===== config.mk =====
export PLATFORM = sky130hd
export DESIGN_NAME = seg_scan_ctrl
export DESIGN_NICKNAME = d
export VERILOG_FILES = /design/src/rtl/seg_scan_pkg.sv /design/src/rtl/seg_slot_timer.sv /design/src/rtl/seg_scan_ctrl.sv
export SDC_FILE = /design/constraint.sdc
export NUM_CORES = 1
export LEC_CHECK = 0
export CAP_MARGIN = 20
export CORE_UTILIZATION = 52
export DETAILED_ROUTE_END_ITERATION = 16
export PLACE_DENSITY = 0.91
export SYNTH_ARGS = -nofsm -noshare
export SYNTH_HDL_FRONTEND = slang
export SYNTH_SLANG_ARGS = --single-unit

===== constraint.sdc =====
create_clock -name clk -period 3 [get_ports clk]
set_input_delay 0.45 -clock clk [delete_from_list [all_inputs] [get_ports clk]]
set_output_delay 0.45 -clock clk [all_outputs]
set_load 0.005 [all_outputs]

===== src/rtl/seg_scan_pkg.sv =====
// Shared constants and types for the HH:MM seven-segment scan controller.
// Optional brightness control is enabled with the SEG_SCAN_DIM_EN macro.
package seg_scan_pkg;

    localparam int unsigned NUM_DIGITS = 4;
    localparam int unsigned DIGIT_W    = 4;
    localparam logic [3:0]  AN_OFF     = 4'b1111;

    typedef logic [1:0] digit_idx_t;

    localparam digit_idx_t IDX_HTENS = 2'd3;
    localparam digit_idx_t IDX_COLON = 2'd2;
    localparam digit_idx_t IDX_PM    = 2'd0;

    typedef enum logic {
        ST_BLANK,
        ST_DRIVE
    } scan_phase_t;

endpackage


===== src/rtl/seg_slot_timer.sv =====
// Slot timer: counts cycles within a slot, steps the digit index and flags frame start.
// With SEG_SCAN_DIM_EN defined the raw slot count is exported for on-time gating.
module seg_slot_timer
    import seg_scan_pkg::*;
#(
    parameter int unsigned CLK_DIV      = 50000,
    parameter int unsigned BLANK_CYCLES = 16,
    localparam int unsigned CntW        = $clog2(CLK_DIV)
) (
    input  logic            clk_i,
    input  logic            rst_i,
    output scan_phase_t     phase_o,
    output digit_idx_t      idx_o,
    output logic            frame_start_o
`ifdef SEG_SCAN_DIM_EN
    ,
    output logic [CntW-1:0] cnt_o
`endif
);

    logic [CntW-1:0] cnt_q, cnt_d;
    digit_idx_t      idx_q, idx_d;

    always_ff @(posedge clk_i or posedge rst_i) begin
        if (rst_i) begin
            cnt_q <= '0;
            idx_q <= '0;
        end else begin
            cnt_q <= cnt_d;
            idx_q <= idx_d;
        end
    end

    always_comb begin
        cnt_d = cnt_q + 1'b1;
        idx_d = idx_q;
        if (cnt_q == CntW'(CLK_DIV - 1)) begin
            cnt_d = '0;
            idx_d = idx_q + 2'd1;
        end
    end

    always_comb begin
        phase_o = (32'(cnt_q) < BLANK_CYCLES) ? ST_BLANK : ST_DRIVE;
        idx_o   = idx_q;
        // Gated by reset so no capture pulse is reported while held in reset.
        frame_start_o = !rst_i && (cnt_q == '0) && (idx_q == '0);
    end

`ifdef SEG_SCAN_DIM_EN
    assign cnt_o = cnt_q;
`endif

endmodule


===== src/rtl/seg_scan_ctrl.sv =====
// Four-digit multiplexed display driver: per-frame snapshot, anti-ghost blanking,
// leading-zero/invalid-digit suppression and colon/PM dots. Macro SEG_SCAN_DIM_EN adds dimming.
module seg_scan_ctrl
    import seg_scan_pkg::*;
#(
    parameter int unsigned CLK_DIV      = 50000,
    parameter int unsigned BLANK_CYCLES = 16
) (
    input  logic        clk,
    input  logic        reset,
    input  logic [15:0] digits_in,
    input  logic        pm,
    input  logic        colon_on,
`ifdef SEG_SCAN_DIM_EN
    input  logic [1:0]  dim,
`endif
    output logic [3:0]  dec_in,
    output logic [3:0]  an_n,
    output logic        dp_n,
    output logic [1:0]  digit_sel,
    output logic        frame_start
);

    localparam int unsigned CntW = $clog2(CLK_DIV);

    scan_phase_t phase;
    digit_idx_t  idx;
    logic        fs;

    logic [15:0] snap_q, snap_d;
    logic        snap_pm_q, snap_pm_d;
    logic        snap_colon_q, snap_colon_d;

    logic [DIGIT_W-1:0] digit;
    logic               digit_blank;
    logic               dim_on;
    logic               lit;

`ifdef SEG_SCAN_DIM_EN
    logic [CntW-1:0] cnt;
    logic [1:0]      snap_dim_q, snap_dim_d;
    logic [31:0]     on_elapsed, on_limit;
`endif

    seg_slot_timer #(
        .CLK_DIV      (CLK_DIV),
        .BLANK_CYCLES (BLANK_CYCLES)
    ) u_timer (
        .clk_i         (clk),
        .rst_i         (reset),
        .phase_o       (phase),
        .idx_o         (idx),
        .frame_start_o (fs)
`ifdef SEG_SCAN_DIM_EN
        ,
        .cnt_o         (cnt)
`endif
    );

    always_ff @(posedge clk or posedge reset) begin
        if (reset) begin
            snap_q       <= '0;
            snap_pm_q    <= 1'b0;
            snap_colon_q <= 1'b0;
        end else begin
            snap_q       <= snap_d;
            snap_pm_q    <= snap_pm_d;
            snap_colon_q <= snap_colon_d;
        end
    end

    always_comb begin
        snap_d       = snap_q;
        snap_pm_d    = snap_pm_q;
        snap_colon_d = snap_colon_q;
        if (fs) begin
            snap_d       = digits_in;
            snap_pm_d    = pm;
            snap_colon_d = colon_on;
        end
    end

`ifdef SEG_SCAN_DIM_EN
    always_ff @(posedge clk or posedge reset) begin
        if (reset) begin
            snap_dim_q <= '0;
        end else begin
            snap_dim_q <= snap_dim_d;
        end
    end

    always_comb begin
        snap_dim_d = snap_dim_q;
        if (fs) begin
            snap_dim_d = dim;
        end
    end

    // Only meaningful in ST_DRIVE; the subtraction wraps during blanking but is masked.
    assign on_elapsed = (32'(cnt) - BLANK_CYCLES) << 2;
    assign on_limit   = (32'(snap_dim_q) + 32'd1) * (CLK_DIV - BLANK_CYCLES);
    assign dim_on     = on_elapsed < on_limit;
`else
    assign dim_on = 1'b1;
`endif

    always_comb begin
        digit       = snap_q[{idx, 2'b00} +: DIGIT_W];
        digit_blank = (digit > 4'd9) || ((idx == IDX_HTENS) && (digit == 4'd0));
        lit         = (phase == ST_DRIVE) && dim_on && !digit_blank;

        dec_in      = digit;
        digit_sel   = idx;
        frame_start = fs;

        an_n = AN_OFF;
        dp_n = 1'b1;
        if (lit) begin
            an_n[idx] = 1'b0;
            if (((idx == IDX_COLON) && snap_colon_q) || ((idx == IDX_PM) && snap_pm_q)) begin
                dp_n = 1'b0;
            end
        end
    end

endmodule


==> results.tsv, run 1 <==
metric	value	unit
synth_edf_count	0	
end_kind	output pin	
synth-compound-area-share	3.37	%
synthesis.instances	142	
post-route-min-period	2890	ps
arrival	2440	ps
hp-class	flop to flop	
drv_cap	0	
peakVddDrop	0.210	mV
hold_slack	509	ps
dp_hpwl	2.71	mm
cts-root-buf	clkbuf_4	
drt_wl_total	3.64	mm
status	complete, no violations	
drc	0	
max_freq	0.346	GHz
netlist_area	1780	µm²
synth_fa_ha_area_share	4.21	%
worstSetupPathType	flop to output pin	
finClkSkew	12.9	ps
io_pins	32	
totalPowerFinal	860	µW
core_area	3150	µm²
grt_max_degree	37	
cpMaxStageDelayCell	mux4_2	
worstSkewPairLatency	340	ps
cp_max_fo	5	
area_growth	27.2	%
die_y	60.6	µm
path_cells	mux4_2, o21a_1, a211oi_4, nand2_1, clkdlybuf4s50_1	
fill_cells	211	
yosysMostFrequentCell	dfrtp_1	
vias_per_cell	5.49	
p_leak	0.996	nW
final-seq-area	902	µm²
clock_sinks	36	
drt_iter0_drc	44	
cts_inserted_buffers	5	
synth_simple_gate_area_share	15.5	%
cts_hold_buf	0	
synth_flop_cell	dfrtp_1	
final.period_utilization	96.3	%
synthMuxAreaShare	17.6	%
setup_viol_count_final	0	
synthTopCellsByArea	dfrtp_1 51%, mux2_1 6.3%, mux2_2 5.7%	
dr_total_vias	1246	
critPathRequiredTime	2550	ps
synth_top_area_cell	dfrtp_1	
fin_util	71.9	%
nNetsFinal	209	
diodes	0	
slew_viol_final	0	
ys_seq_elements	36	
antenna_found_initial	0	
gr-usage-all-layers	22.5	%
p_per_area	379	nW/µm²
grt_pass1_wl	5.87	mm
first_pass_iters	4	
hold_viol_final	0	
avgSynthCellArea	12.6	µm²
synth.top_cells.by_count	36 x dfrtp_1, 11 x inv_1, 10 x mux2_1	
finalSetupTns	0	ps
synth_top_family_by_area	multiplexers	
layout-drive-gt1-share	18.6	%
die_w	60.6	µm
synth-seq-area-share	50.5	%
tightest_slew	491	ps
dieArea	3670	µm²
ant_nets	0	
netlist-cell-type-count	36	
placementRows	20	
cpPeakStageDelay	570	ps
clockBufferDepth	2	
gp_congestion	0.822	
initial_core_util	56.5	%
synth_xor_area_share	5.89	%
portBuffers	31	
critPathLaunchType	flop	
multi_input_area	853	µm²
cts.clk_slew.worst_paths	100	ps
yosysWarnings	0	
cts_tree	done	
rsz0062_at_grt	true	
avgRoutedWirePerCell	16.0	µm
synth_top_area_share	50.5	%
synth_nets	168	
grt-ovfl-total	0	
async_flop_share	100	%
slew_headroom	66.8	%
htreeDepth	2	
grt_pass1_vias	1287	
[cell usage in the layout (no fill, tap or decap), types with 4 or more instances in the layout]
| master | netlist | final |
|---|---|---|
| clkdlybuf4s50_1 | 0 | 30 |
| xor2_1 | 7 | 7 |
| nand3_1 | 7 | 7 |
| clkbuf_4 | 0 | 5 |
| inv_1 | 11 | 11 |
| mux2_1 | 10 | 10 |
| mux4_2 | 4 | 4 |
| buf_4 | 0 | 5 |
| xnor2_1 | 5 | 5 |
| nand2_1 | 7 | 7 |
| nor2_1 | 7 | 7 |
| dfrtp_1 | 36 | 35 |
| ha_1 | 6 | 6 |
| mux2_2 | 9 | 9 |
[path summary, 6_finish.rpt]
check	start	to	slack, ps	cells after the start
min	snap_q[12]	snap_q[12]	510	1
min reg2reg	snap_q[12]	snap_q[12]	510	1
max	u_timer.idx_o[0]	an_n[2]	110	5
min in group asynchronous	reset	u_timer.cnt_q[3]	530	3
max in group asynchronous	reset	u_timer.idx_o[0]	2130	3
max reg2reg	u_timer.idx_o[0]	snap_q[0]	820	7
[flip-flops by register name, indices dropped and copies added (netlist names)]
signal and count:
u_timer.cnt_q 16, snap_q 16, u_timer.idx_o 2, snap_pm_q 1, snap_colon_q 1
[through the flow]
step                      instance area [µm²]  instances  setup slack, ps
after floorplan                          1780        142              743
after CTS                                2250        227             51.7
after detailed placement                 2160        218              207
after global placement                   2160        218              317
final                                    2270        227              110
after global routing                     2270        227            -17.2
[kinds of logic after synthesis]
family                     after synthesis
and+or+nand+nor                         43
DFF                                     36
muxes                                   24
buffers and inverters                   13
xor gates and xnor gates                12
AOI/OAI and AO/OA                        8
adders and majority gates                6
[cell type report]
class / instances / share of cell area [%]
sequential: 36 / 39.8
tap: 44 / 2.43
clock buffer: 7 / 2.87
multi-input combinational: 93 / 37.6
timing repair buffer: 36 / 15.5
inverter: 11 / 1.82
[metal layers]
metal,GRT usage (%),share of wire [%]
met3,6.82,5.7
met5,0,0
met1,25.0,41
met4,6.82,1.2
met2,41.4,52
[critical path, delay by kind of cell (launching register included)]
family	cells	cell delay [ps]
AOI/OAI and AO/OA	2	520
muxes	1	570
DFF	1	440
and+or+nand+nor	1	100
buffers and inverters	1	470
[power breakdown]
group,switching [mW],internal [mW]
registers,0.00696,0.497
logic,0.0255,0.0440
clock network,0.153,0.133
total,0.186,0.674
[repair_timing]
action                                  4_1_cts  5_1_grt
endpoints found under the setup margin        5        5
buffers inserted                              2        0
pin swaps                                     0        1
gates resized for setup                       2        3
(Power assumes the default switching activity.)
==> run 2: changes to the inputs <==
- ABC_AREA: not set -> 1
- CORE_UTILIZATION: 52 -> 53
==> results.tsv, run 2 <==
metric	value	unit
status	complete, no violations	
synth_flop_cell	dfrtp_1	
die_w	63.1	µm
switching_share	21.0	%
nNetsFinal	326	
clock_power_share	42.2	%
yosysWarnings	0	
cts.clk_slew.worst_paths	70	ps
gr-usage-all-layers	24.4	%
finClkSkew	7.17	ps
synthesis.instances	264	
netlist_area	1980	µm²
layout-drive-gt1-share	8.64	%
critPathLaunchType	flop	
max_freq	0.357	GHz
avgSynthCellArea	7.50	µm²
initial_core_util	57.1	%
hold_viol_final	0	
dieArea	3980	µm²
combinationalPowerShare	6.9	%
final.period_utilization	93.3	%
synth.top_cells.by_count	98 x nand2_1, 36 x dfrtp_1, 31 x inv_1	
arrival	2350	ps
dr_total_vias	1727	
gp_congestion	0.850	
yosysMostFrequentCell	nand2_1	
synth_top_area_cell	dfrtp_1	
slew_headroom	70.7	%
critPathRequiredTime	2550	ps
grt_max_degree	37	
htreeDepth	2	
antenna_found_initial	0	
io_pins	32	
internal-power	783	µW
drc	0	
diodes	0	
worstSetupPathType	flop to output pin	
vias_per_cell	4.98	
portBuffers	31	
rsz0062_at_grt	false	
synth-seq-area-share	45.5	%
min_from	u_timer.cnt_q[0]	
core_area	3470	µm²
r2r_start	u_timer.idx_o[0]	
clockBufferDepth	2	
post-route-min-period	2800	ps
area_growth	22.9	%
ant_nets	0	
grt_pass1_vias	1642	
grt-ovfl-total	0	
final_common_cell	nand2_1	
synth_edf_count	0	
cp_max_fo	19	
drv_cap	0	
worstSkewPairLatency	290	ps
critPathLaunch	u_timer.idx_o[0]	
cts_hold_buf	0	
drt_iter0_drc	137	
fin_util	70.2	%
cts_inserted_buffers	5	
p_per_area	407	nW/µm²
setup_viol_count_final	0	
end_kind	output pin	
finalSetupTns	0	ps
dp_hpwl	3.04	mm
p_leak	1.28	nW
multi_input_area	917	µm²
synth_top_area_share	45.5	%
postCtsSetupBuffers	0	
slew_viol_final	0	
fill_cells	299	
ys_seq_elements	36	
die_y	63.1	µm
clock_sinks	36	
netlist-cell-type-count	24	
async_flop_share	100	%
tightest_slew	440	ps
drt_wl_total	4.09	mm
pwr-share-seq	51.0	%
peakVddDrop	0.326	mV
synthTopCellsByArea	dfrtp_1 46%, nand2_1 19%, inv_1 5.9%	
p_switching	208	µW
hp-class	flop to flop	
grt_pass1_wl	7.45	mm
cts_tree	done	
cts-resized-gates	0	
first_pass_iters	4	
placementRows	21	
avgRoutedWirePerCell	11.8	µm
layout_common_cells	98 x nand2_1, 35 x dfrtp_1, 31 x inv_1, 31 x clkdlybuf4s50_1, 30 x nor2_1	
synth_nets	290	
cts-root-buf	clkbuf_8	
final-seq-area	902	µm²
run 2: layout make-up:
| class | instances | share of cell area [%] |
|---|---|---|
| multi-input cells | 192 | 37.7 |
| inverters | 33 | 5.40 |
| clock buffers | 6 | 2.98 |
| flip-flops and latches | 36 | 37.1 |
| well taps | 46 | 2.37 |
| clock inverters | 2 | 1.44 |
| repair buffers | 32 | 13.1 |
run 2: critical path: stages, from the launching register on:
cell and delay, ps:
dfrtp_2 500, inv_2 190, ha_1 220, nand3_1 80, nor2_1 170, nand2_4 180
inv_8 180, clkdlybuf4s50_1 520
run 2: path summary, 6_finish.rpt:
path / end / slack [ps] / depth (start not counted)
worst max register to register: snap_q[8] / 1270 / 8
worst min-delay path: u_timer.cnt_q[0] / 480 / 1
worst min register to register: u_timer.cnt_q[0] / 480 / 1
min in group asynchronous: snap_colon_q / 590 / 3
worst max-delay path: frame_start / 200 / 7
max in group asynchronous: u_timer.idx_o[0] / 2070 / 3
run 2: power groups by stage:
stage          registers (mW)  logic, mW  clock network, mW
6_report                0.505     0.0679              0.418
4_1_cts                 0.505     0.0692              0.424
2_1_floorplan           0.512     0.0271                  0
3_5_place_dp            0.513     0.0690                  0
5_1_grt                 0.506     0.0763              0.451
3_3_place_gp            0.514     0.0675                  0
run 2: cells by family (layout without fill, tap and decap cells):
logic type	after synthesis	in the layout	share of synthesized area, %
compound gates	9	9	2.65
xor+xnor	6	6	2.65
fa+ha+maj	6	6	3.79
buf+inv	36	73	8.15
flops	36	36	45.5
simple gates	171	171	37.2
run 2: stage by stage:
step                area, µm²  hold WS (ps)  std cells  power (mW)  setup slack, ps
CTS                      2430           488        347       0.998             84.8
detailed placement       2320           476        339       0.582              407
finish                   2430           484        347       0.991              201
floorplan                1980           449        264       0.539              656
global route             2430           512        347        1.03             13.3
global placement         2320           466        339       0.581              474
run 2: routing by layer:
layer | GRT usage [%] | share of wire, %
met4 | 9.88 | 1.4
met3 | 5.43 | 4.2
met1 | 33.6 | 49
met5 | 0 | 0
met2 | 37.0 | 46
